`src/rtl/nark_pkg.sv`:
```
// Shared NARK datapath types for the memory stage.
package nark_pkg;

  localparam int N_DEFAULT = 32;

  typedef enum logic {
    IDLE = 1'b0,
    WAIT = 1'b1
  } mem_state_t;

endpackage

```
`src/rtl/mem_stage_if.sv`:
```
// Data-memory request/acknowledge bus between the M stage and data memory.
interface mem_stage_if #(parameter int N = nark_pkg::N_DEFAULT);

  logic         MemReq;
  logic         MemWe;
  logic [N-1:0] MemAddr;
  logic [N-1:0] MemWData;
  logic [N-1:0] MemRData;
  logic         MemAck;

  modport master (
    output MemReq, MemWe, MemAddr, MemWData,
    input  MemRData, MemAck
  );

  modport slave (
    input  MemReq, MemWe, MemAddr, MemWData,
    output MemRData, MemAck
  );

endinterface

```
`src/rtl/FlipFlop.sv`:
```
// Generic enabled register with synchronous active-high reset.
module FlipFlop #(
  parameter int WIDTH = 1
) (
  input  logic             CLK,
  input  logic             Reset,
  input  logic             En,
  input  logic [WIDTH-1:0] D,
  output logic [WIDTH-1:0] Q
);

  always_ff @(posedge CLK) begin
    if (Reset)   Q <= '0;
    else if (En) Q <= D;
  end

endmodule

```
`src/rtl/mem_handshake_fsm.sv`:
```
// Memory handshake controller: request qualification, wait counting, timeout abort.
//   state | meaning
//   IDLE  | no access outstanding; a new access either completes now or starts waiting
//   WAIT  | access outstanding, pipe stalled until ack or timeout
module mem_handshake_fsm
  import nark_pkg::*;
#(
  parameter int TIMEOUT = 16
) (
  input  logic CLK,
  input  logic Reset,
  input  logic memOp,
  input  logic memAck,
  output logic memReq,
  output logic stallM,
  output logic abort,
  output logic memErr
);

  localparam int CW = $clog2(TIMEOUT);
  // Abort fires on the WAIT cycle whose increment would reach TIMEOUT-1.
  localparam logic [CW-1:0] LAST_CNT = CW'(TIMEOUT - 2);

  mem_state_t    state, nextState;
  logic [CW-1:0] waitCnt, nextCnt;

  always_ff @(posedge CLK) begin
    if (Reset) begin
      state   <= IDLE;
      waitCnt <= '0;
      memErr  <= 1'b0;
    end else begin
      state   <= nextState;
      waitCnt <= nextCnt;
      if (abort) memErr <= 1'b1;
    end
  end

  always_comb begin
    nextState = state;
    nextCnt   = waitCnt;
    stallM    = 1'b0;
    abort     = 1'b0;
    memReq    = memOp & ((state == IDLE) | (state == WAIT));
    case (state)
      IDLE: begin
        if (memOp && !memAck) begin
          stallM    = 1'b1;
          nextState = WAIT;
          nextCnt   = '0;
        end
      end
      WAIT: begin
        if (memAck) begin
          nextState = IDLE;
        end else begin
          nextCnt = waitCnt + 1'b1;
          if (waitCnt == LAST_CNT) begin
            abort     = 1'b1;
            nextState = IDLE;
          end else begin
            stallM = 1'b1;
          end
        end
      end
      default: nextState = IDLE;
    endcase
  end

endmodule

```
`src/rtl/mem_stage.sv`:
```
// NARK memory stage: E/M register, data-memory handshake, M/W register and M forwarding taps.
module mem_stage
  import nark_pkg::*;
#(
  parameter int N       = N_DEFAULT,
  parameter int TIMEOUT = 16
) (
  input  logic         CLK,
  input  logic         Reset,
  input  logic         PCSrcC,
  input  logic         RegWriteC,
  input  logic         MemWriteC,
  input  logic         MemtoRegE,
  input  logic [N-1:0] ALUResultE,
  input  logic [N-1:0] WriteDataE,
  input  logic [3:0]   WA3E,
  input  logic         FlushM,
  mem_stage_if.master  memBus,
  output logic         StallM,
  output logic [N-1:0] ALUOutM,
  output logic [3:0]   WA3M,
  output logic         RegWriteM,
  output logic         RegWriteW,
  output logic         MemtoRegW,
  output logic         PCSrcW,
  output logic [N-1:0] ReadDataW,
  output logic [N-1:0] ALUOutW,
  output logic [3:0]   WA3W,
  output logic         MemErr
);

  localparam int EM_W   = 4 + 2 * N + 4;
  localparam int MW_W   = 1 + 2 * N + 4;

  logic            PCSrcM, MemWriteM, MemtoRegM;
  logic [N-1:0]    WriteDataM;
  logic [EM_W-1:0] emD, emQ;
  logic [MW_W-1:0] mwD, mwQ;
  logic [1:0]      mwCtlD, mwCtlQ;
  logic            memOp, abort;

  assign emD = FlushM ? '0 : {PCSrcC, RegWriteC, MemWriteC, MemtoRegE, ALUResultE, WriteDataE, WA3E};

  FlipFlop #(.WIDTH(EM_W)) emReg (
    .CLK(CLK), .Reset(Reset), .En(~StallM), .D(emD), .Q(emQ)
  );

  assign {PCSrcM, RegWriteM, MemWriteM, MemtoRegM, ALUOutM, WriteDataM, WA3M} = emQ;

  // A predicated-off load never reaches memory.
  assign memOp = MemWriteM | (MemtoRegM & RegWriteM);

  mem_handshake_fsm #(.TIMEOUT(TIMEOUT)) handshake (
    .CLK(CLK),
    .Reset(Reset),
    .memOp(memOp),
    .memAck(memBus.MemAck),
    .memReq(memBus.MemReq),
    .stallM(StallM),
    .abort(abort),
    .memErr(MemErr)
  );

  assign memBus.MemWe    = MemWriteM;
  assign memBus.MemAddr  = ALUOutM;
  assign memBus.MemWData = WriteDataM;

  assign mwD = {MemtoRegM, memBus.MemRData, ALUOutM, WA3M};

  FlipFlop #(.WIDTH(MW_W)) mwDataReg (
    .CLK(CLK), .Reset(Reset), .En(~StallM), .D(mwD), .Q(mwQ)
  );

  // Controls load every cycle so stalls and aborts turn into bubbles, never repeat writes.
  assign mwCtlD = (StallM | abort) ? 2'b00 : {RegWriteM, PCSrcM};

  FlipFlop #(.WIDTH(2)) mwCtlReg (
    .CLK(CLK), .Reset(Reset), .En(1'b1), .D(mwCtlD), .Q(mwCtlQ)
  );

  assign {MemtoRegW, ReadDataW, ALUOutW, WA3W} = mwQ;
  assign {RegWriteW, PCSrcW} = mwCtlQ;

endmodule
```
`src/flat_wrapper.sv`:
```
// flat-port wrapper written by rule: the top's interface ports become plain ports
module mem_stage_flat import nark_pkg::*;
#(
  parameter int N       = N_DEFAULT,
  parameter int TIMEOUT = 16
)
  (CLK, Reset, PCSrcC, RegWriteC, MemWriteC, MemtoRegE, ALUResultE, WriteDataE, WA3E, FlushM, StallM, ALUOutM, WA3M, RegWriteM, RegWriteW, MemtoRegW, PCSrcW, ReadDataW, ALUOutW, WA3W, MemErr, memBus_MemReq, memBus_MemWe, memBus_MemAddr, memBus_MemWData, memBus_MemRData, memBus_MemAck);
  mem_stage_if #(.N(N)) memBus_i ();
  input  logic CLK;
  input  logic Reset;
  input  logic PCSrcC;
  input  logic RegWriteC;
  input  logic MemWriteC;
  input  logic MemtoRegE;
  input  logic [N-1:0] ALUResultE;
  input  logic [N-1:0] WriteDataE;
  input  logic [3:0] WA3E;
  input  logic FlushM;
  output logic StallM;
  output logic [N-1:0] ALUOutM;
  output logic [3:0] WA3M;
  output logic RegWriteM;
  output logic RegWriteW;
  output logic MemtoRegW;
  output logic PCSrcW;
  output logic [N-1:0] ReadDataW;
  output logic [N-1:0] ALUOutW;
  output logic [3:0] WA3W;
  output logic MemErr;
  output wire logic [$bits(memBus_i.MemReq)-1:0] memBus_MemReq;
  output wire logic [$bits(memBus_i.MemWe)-1:0] memBus_MemWe;
  output wire logic [$bits(memBus_i.MemAddr)-1:0] memBus_MemAddr;
  output wire logic [$bits(memBus_i.MemWData)-1:0] memBus_MemWData;
  input wire logic [$bits(memBus_i.MemRData)-1:0] memBus_MemRData;
  input wire logic [$bits(memBus_i.MemAck)-1:0] memBus_MemAck;
  assign memBus_MemReq = memBus_i.MemReq;
  assign memBus_MemWe = memBus_i.MemWe;
  assign memBus_MemAddr = memBus_i.MemAddr;
  assign memBus_MemWData = memBus_i.MemWData;
  assign memBus_i.MemRData = memBus_MemRData;
  assign memBus_i.MemAck = memBus_MemAck;
  mem_stage #(.N(N), .TIMEOUT(TIMEOUT)) u_core (.CLK(CLK), .Reset(Reset), .PCSrcC(PCSrcC), .RegWriteC(RegWriteC), .MemWriteC(MemWriteC), .MemtoRegE(MemtoRegE), .ALUResultE(ALUResultE), .WriteDataE(WriteDataE), .WA3E(WA3E), .FlushM(FlushM), .memBus(memBus_i), .StallM(StallM), .ALUOutM(ALUOutM), .WA3M(WA3M), .RegWriteM(RegWriteM), .RegWriteW(RegWriteW), .MemtoRegW(MemtoRegW), .PCSrcW(PCSrcW), .ReadDataW(ReadDataW), .ALUOutW(ALUOutW), .WA3W(WA3W), .MemErr(MemErr));
endmodule
```
`config.mk`:
```
export PLATFORM = sky130hd
export DESIGN_NAME = mem_stage_flat
export DESIGN_NICKNAME = d
export VERILOG_FILES = /design/src/rtl/nark_pkg.sv /design/src/rtl/mem_stage_if.sv /design/src/rtl/FlipFlop.sv /design/src/rtl/mem_handshake_fsm.sv /design/src/rtl/mem_stage.sv /design/src/flat_wrapper.sv
export SDC_FILE = /design/constraint.sdc
export NUM_CORES = 1
export LEC_CHECK = 0
export BUFFER_PORTS_ARGS = -buffer_cell sky130_fd_sc_hd__buf_4
export CAP_MARGIN = 15
export CORE_MARGIN = 2
export CORE_UTILIZATION = 35
export CTS_BUF_LIST = sky130_fd_sc_hd__clkbuf_16
export DETAILED_ROUTE_END_ITERATION = 6
export PLACE_DENSITY = 0.69
export SKIP_CTS_REPAIR_TIMING = 1
export SYNTH_ARGS = -nofsm -noshare
export SYNTH_HDL_FRONTEND = slang
export SYNTH_HIERARCHICAL = 1
export SYNTH_SLANG_ARGS = --single-unit
```
`constraint.sdc`:
```
create_clock -name CLK -period 2.06 [get_ports CLK]
set_input_delay 0.206 -clock CLK [delete_from_list [all_inputs] [get_ports CLK]]
set_output_delay 0.206 -clock CLK [all_outputs]
set_load 0.01 [all_outputs]
```
; Word level (Yosys, flattened, before mapping)
; Cells that the tools add are included.
; Widths: inputs -> output; s select.
[totals]
rom_bits = 0
latch_bits = 0
regBits = 149
ram_bits = 0
output_inout_bits = 176
memories = 0
in_bits = 108
[classes]
eq_ne = 3
order_cmp = 0
div = 0
reduce_logical = 4
n_shift = 0
bitwise = 4
add_sub_neg = 1
mux = 11
mul = 0
[ops]
columns = op, count
row1 = $mux 72, 1
row2 = $mux 4, 2
row3 = $pmux 4 s2, 1
row4 = $mux 1, 6
row5 = $add 4x1->4 const B, 1
row6 = $eq 4x4->1 const B, 1
row7 = $ne 2x1->1 const B, 1
row8 = $ne 2x2->1 const B, 1
row9 = $or 1x1->1, 2
row10 = $pmux 1 s2, 1
row11 = $reduce_and 2->1, 1
row12 = $reduce_or 2->1, 1
row13 = $and 1x1->1, 1
row14 = $logic_and 1x1->1, 1
row15 = $logic_not 1->1, 1
row16 = $not 1->1, 1

; Logic depth before layout (Yosys ltp)
[logic_depth]
word_depth = 7
depth_mapped = 9
depth_no_buf = 7

; Modules after synthesis
; The synthesis kept the hierarchy.
[modules_own_cells]
columns = module, cells_per_inst, area_each_um2, instances
row1 = FlipFlop at u_core.emReg, 232, 2580.0, 1
row2 = FlipFlop at u_core.mwDataReg, 223, 2439.8, 1
row3 = mem_stage, 117, 810.8, 1
row4 = mem_handshake_fsm, 31, 284.0, 1
row5 = FlipFlop at u_core.mwCtlReg, 6, 67.6, 1

; Worst setup path before layout
; Ideal clock, no wire load.
[synth_timing]
kind = register to register
startpoint = register u_core.emReg.Q[70]
endpoint = register u_core.mwDataReg.Q[57]
arrival_time_ps = 1806
setup_slack_ps = 137
setup_time_ps = 117
path_buffers = 3
synth_period_minus_slack_ps = 1923
path_stages_with_launch = 10
cell_sequence = dfxtp_1 -> a21o_1 -> o21bai_1 -> a41oi_1 -> inv_1 -> buf_4 -> buf_8 -> buf_8 -> mux2i_1 -> nor2_1
[synth_via]
elab_chain_cells = 5
[synth_lines]
columns = element, line
row1 = start: declaration, FlipFlop.sv:9  ; output logic [WIDTH-1:0] Q
row2 = start signal: assignment, FlipFlop.sv:13  ; if (Reset) Q <= '0;
row3 = start signal: assignment, FlipFlop.sv:14  ; else if (En) Q <= D;
row4 = $and 1x1->1, mem_stage.sv:51  ; assign memOp = MemWriteM | (MemtoRegM & RegWriteM);
row5 = $or 1x1->1, mem_stage.sv:51
row6 = via u_core.memOp, mem_stage.sv:40  ; logic memOp, abort;
row7 = $logic_and 1x1->1, mem_handshake_fsm.sv:47  ; if (memOp && !memAck) begin
row8 = $mux 1, mem_handshake_fsm.sv:47
row9 = $pmux 1 s2, mem_handshake_fsm.sv:45  ; case (state)
row10 = via StallM, flat_wrapper.sv:19  ; output logic StallM;
row11 = end signal: assignment, FlipFlop.sv:13
row12 = end signal: assignment, FlipFlop.sv:14
row13 = end: declaration, FlipFlop.sv:9
; The timed path passes the listed nets, and every way through them passes these cells.
; A chain may end at the register's enable or synchronous reset.

; Worst setup path after layout
[layout_timing]
startpoint = register u_core.emReg.Q[70]
endpoint = register u_core.emReg.Q[8]
[layout_via]
elab_chain_cells = 5
[layout_lines]
columns = element, line
row1 = $and 1x1->1, mem_stage.sv:51
row2 = $or 1x1->1, mem_stage.sv:51
row3 = $logic_and 1x1->1, mem_handshake_fsm.sv:47
row4 = $mux 1, mem_handshake_fsm.sv:47
row5 = $pmux 1 s2, mem_handshake_fsm.sv:45
; Every way passes these cells.

==> impl_metrics.xml <==
<?xml version="1.0" encoding="UTF-8"?>
<metrics>
  <group name="clock_network">
    <metric name="path_clk_slew" unit="ps">60</metric>
    <metric name="cts_tree" unit="">built</metric>
    <metric name="clock_sink_total" unit="">149</metric>
    <metric name="cts_buffers" unit="">17</metric>
    <metric name="worst_skew_pair.late_latency" unit="ps">410</metric>
    <metric name="cts-htree-levels" unit="">4</metric>
    <metric name="max-clock-path-buffers" unit="">2</metric>
    <metric name="clk_root_buffer_cell" unit="">clkbuf_16</metric>
  </group>
  <group name="logic_synthesis">
    <metric name="ys_seq_area_share" unit="%">48.25</metric>
    <metric name="synth.area.top_cells" unit="">dfxtp_1 48%, mux2i_1 23%, nor2_1 8.9%</metric>
    <metric name="avgSynthCellArea" unit="um2">10.15</metric>
    <metric name="post-synth-top-area-cell" unit="">dfxtp_1</metric>
    <metric name="yosysWarningCount" unit="">6</metric>
    <metric name="post_synthesis_cell_area" unit="um2">6182</metric>
    <metric name="synth_cell_types" unit="">28</metric>
    <metric name="post-synth-top-area-fraction" unit="%">48.25</metric>
    <metric name="async_flop_share" unit="%">0</metric>
    <metric name="postSynthRegisterBits" unit="">149</metric>
    <metric name="synth_top_cells_by_count" unit="">149 x dfxtp_1, 146 x nor2_1, 143 x mux2i_1, 74 x nor2b_1, 39 x buf_4</metric>
    <metric name="synthMostInstantiatedCell" unit="">dfxtp_1</metric>
    <metric name="dominantRegCellSynth" unit="">dfxtp_1</metric>
    <metric name="synth_cells" unit="">609</metric>
    <metric name="synth_enable_flop_cells" unit="">0</metric>
  </group>
  <group name="drt">
    <metric name="dr.pass1.iters" unit="">4</metric>
    <metric name="drt_first_iter_violations" unit="">156</metric>
    <metric name="drt-vias-per-instance" unit="">4.506</metric>
    <metric name="drt-wirelength-per-cell" unit="um">13.98</metric>
    <metric name="dr_total_vias" unit="">4898</metric>
    <metric name="detail_route.drc_violations" unit="">0</metric>
    <metric name="wirelength_routed" unit="um">15200</metric>
    <metric name="route.antenna.remaining_nets" unit="">0</metric>
  </group>
  <group name="grt">
    <metric name="grt_start_max_net_pins" unit="">78</metric>
    <metric name="grt_first_pass_wirelength" unit="um">23070</metric>
    <metric name="globalRouteMet3Util" unit="%">4.185</metric>
    <metric name="grt_antenna_before_repair" unit="">0</metric>
    <metric name="grt_usage" unit="%">15.67</metric>
    <metric name="gr-usage-met1" unit="%">19.05</metric>
    <metric name="via_count_of_the_first_global_routing_pass" unit="">4575</metric>
    <metric name="grt.overflow.total" unit="">0</metric>
    <metric name="grt.busiest_layer" unit="">met2</metric>
    <metric name="grt_util_met2" unit="%">26.64</metric>
  </group>
  <group name="hold_path">
    <metric name="worst_hold_path_type" unit="">in -&gt; reg</metric>
  </group>
  <group name="floorplanning">
    <metric name="placeableCoreArea" unit="um2">17300</metric>
    <metric name="row_count" unit="">48</metric>
    <metric name="starting_density_of_the_core" unit="%">35.74</metric>
    <metric name="die_width" unit="um">136.9</metric>
    <metric name="die_h" unit="um">136.9</metric>
    <metric name="io-pin-count" unit="">284</metric>
    <metric name="dieArea" unit="um2">18740</metric>
  </group>
  <group name="pwr">
    <metric name="ir_drop" unit="V">0.0005594</metric>
    <metric name="power_leakage" unit="nW">4.878</metric>
    <metric name="power_per_cell_area" unit="nW/um2">790.5</metric>
  </group>
  <group name="sta">
    <metric name="skew" unit="ps">9.973</metric>
    <metric name="slew_limit_fails" unit="">0</metric>
    <metric name="post_route_hold_slack" unit="ps">31.08</metric>
    <metric name="totalNegativeSetupSlack" unit="ps">0</metric>
    <metric name="fin_crit" unit="ps">1866</metric>
    <metric name="setup-violations-final" unit="">0</metric>
    <metric name="final.period_utilization" unit="%">90.59</metric>
    <metric name="grt_setup_unrepaired" unit="">false</metric>
    <metric name="finalHoldViolCount" unit="">0</metric>
    <metric name="achievable-frequency" unit="MHz">535.8</metric>
  </group>
  <group name="layout">
    <metric name="antenna_cells_inserted" unit="">0</metric>
    <metric name="layout-drive-gt1-share" unit="%">37.47</metric>
    <metric name="area_growth" unit="%">41.19</metric>
    <metric name="fillers" unit="">1658</metric>
    <metric name="fin_nets" unit="">961</metric>
  </group>
  <group name="worst_setup_path">
    <metric name="path_class" unit="">reg -&gt; reg</metric>
    <metric name="worstPathRequired" unit="ps">2350</metric>
    <metric name="cp_max_fo" unit="">33</metric>
    <metric name="critPathSlowestCell" unit="">dfxtp_1</metric>
    <metric name="crit_top_cell" unit="">buf_4</metric>
    <metric name="critPathArrivalTime" unit="ps">2150</metric>
    <metric name="crit_chain" unit="">a21o_1, o21bai_1, a41oi_1, buf_4, inv_8, buf_4, mux2i_1, nor2_1</metric>
    <metric name="crit_path_start_kind" unit="">flop</metric>
    <metric name="crit_path_end_kind" unit="">flop</metric>
    <metric name="cp_slowest_stage_delay" unit="ps">340</metric>
  </group>
  <group name="placement">
    <metric name="port_buffers" unit="">283</metric>
    <metric name="hpwlAfterDp" unit="um">10740</metric>
    <metric name="globalplace.congestion" unit="">0.7427</metric>
  </group>
  <group name="job">
    <metric name="timing.max_cap.violations" unit="">0</metric>
  </group>
  <group name="run_status">
    <metric name="outcome" unit="">finished clean</metric>
  </group>
</metrics>
==> kinds of logic after synthesis <==
family          after synthesis  synth area share (%)
simple gates                230                 17.32
flops                       149                 48.25
mux                         143                 23.15
buf+inv                      75                 9.735
compound gates                9                 1.073
fa+ha+maj                     2                0.4047
other cells                   1               0.06066
==> final timing paths <==
| check | startpoint | endpoint | slack, ps | depth (start not counted) |
|---|---|---|---|---|
| setup / recovery | u_core/emReg/Q[70] | u_core/emReg/Q[8] | 190 | 8 |
| hold / removal | memBus_MemRData[13] | u_core/mwDataReg/Q[49] | 30 | 3 |
| setup reg to reg | u_core/emReg/Q[70] | u_core/emReg/Q[8] | 190 | 8 |
| hold reg to reg | u_core/mwDataReg/Q[25] | u_core/mwDataReg/Q[25] | 490 | 2 |
==> per-stage QoR <==
stage | instance area (um2) | total power, W | setup slack [ps] | std cells | util, %
2_1_floorplan | 6186 | 0.003665 | 137.3 | 610 | -
3_3_place_gp | 8180 | 0.004078 | 154.6 | 1057 | 47.29
3_5_place_dp | 8180 | 0.004089 | 107.5 | 1057 | 47.29
4_1_cts | 8726 | 0.007007 | 85.31 | 1087 | 50.45
5_1_grt | 8728 | 0.007216 | 5.159 | 1087 | 50.46
6_report | 8728 | 0.006900 | 193.8 | 1087 | 50.46
==> cells in the final DEF, fill, tap and decap left out, types with 3 or more instances in the layout <==
cell / n
clkbuf_16: 17
mux2i_1: 143
dfxtp_1: 149
clkinv_2: 3
nand3_1: 3
nor3b_1: 3
buf_12: 7
inv_1: 4
buf_4: 288
nor2b_1: 74
nor2_1: 146
==> worst max-delay path, delay by kind of cell, from the launching register on <==
kind	cells	cell delay, ps
AOI/OAI and AO/OA	3	410
and+or+nand+nor	1	60
muxes	1	210
buffers and inverters	3	730
DFF	1	340
==> routing by layer <==
metal | vias to the layer above | wire, um
li1 | 2433 | -
met1 | 2292 | 6493
met2 | 152 | 7578
met3 | 21 | 831
met4 | 0 | 294
met5 | - | 0
==> power breakdown <==
group / total [W] / switching (W) / leakage (nW) / internal, W
clock: 0.00288 / 0.00114 / 0.281 / 0.00175
sequential: 0.00311 / 0.0000897 / 1.22 / 0.00302
combinational: 0.000911 / 0.000398 / 3.37 / 0.000514
==> sequential cells by signal, indices dropped and copies added, names as in the netlist <==
register	cells
u_core/emReg/Q	72
u_core/handshake/memErr	1
u_core/handshake/state	1
u_core/handshake/waitCnt	4
u_core/mwCtlReg/Q	2
u_core/mwDataReg/Q	69
==> layout make-up <==
type / count / area, um2 / share of cell area [%]
sequential: 149 / 2983 / 34.17
multi-input combinational: 386 / 2601 / 29.80
timing repair buffer: 295 / 2302 / 26.38
clock buffer: 17 / 425.4 / 4.874
tap: 225 / 281.5 / 3.225
clock inverter: 13 / 120.1 / 1.376
inverter: 2 / 15.01 / 0.1720
Note: power is estimated with default switching activity, not from simulation.
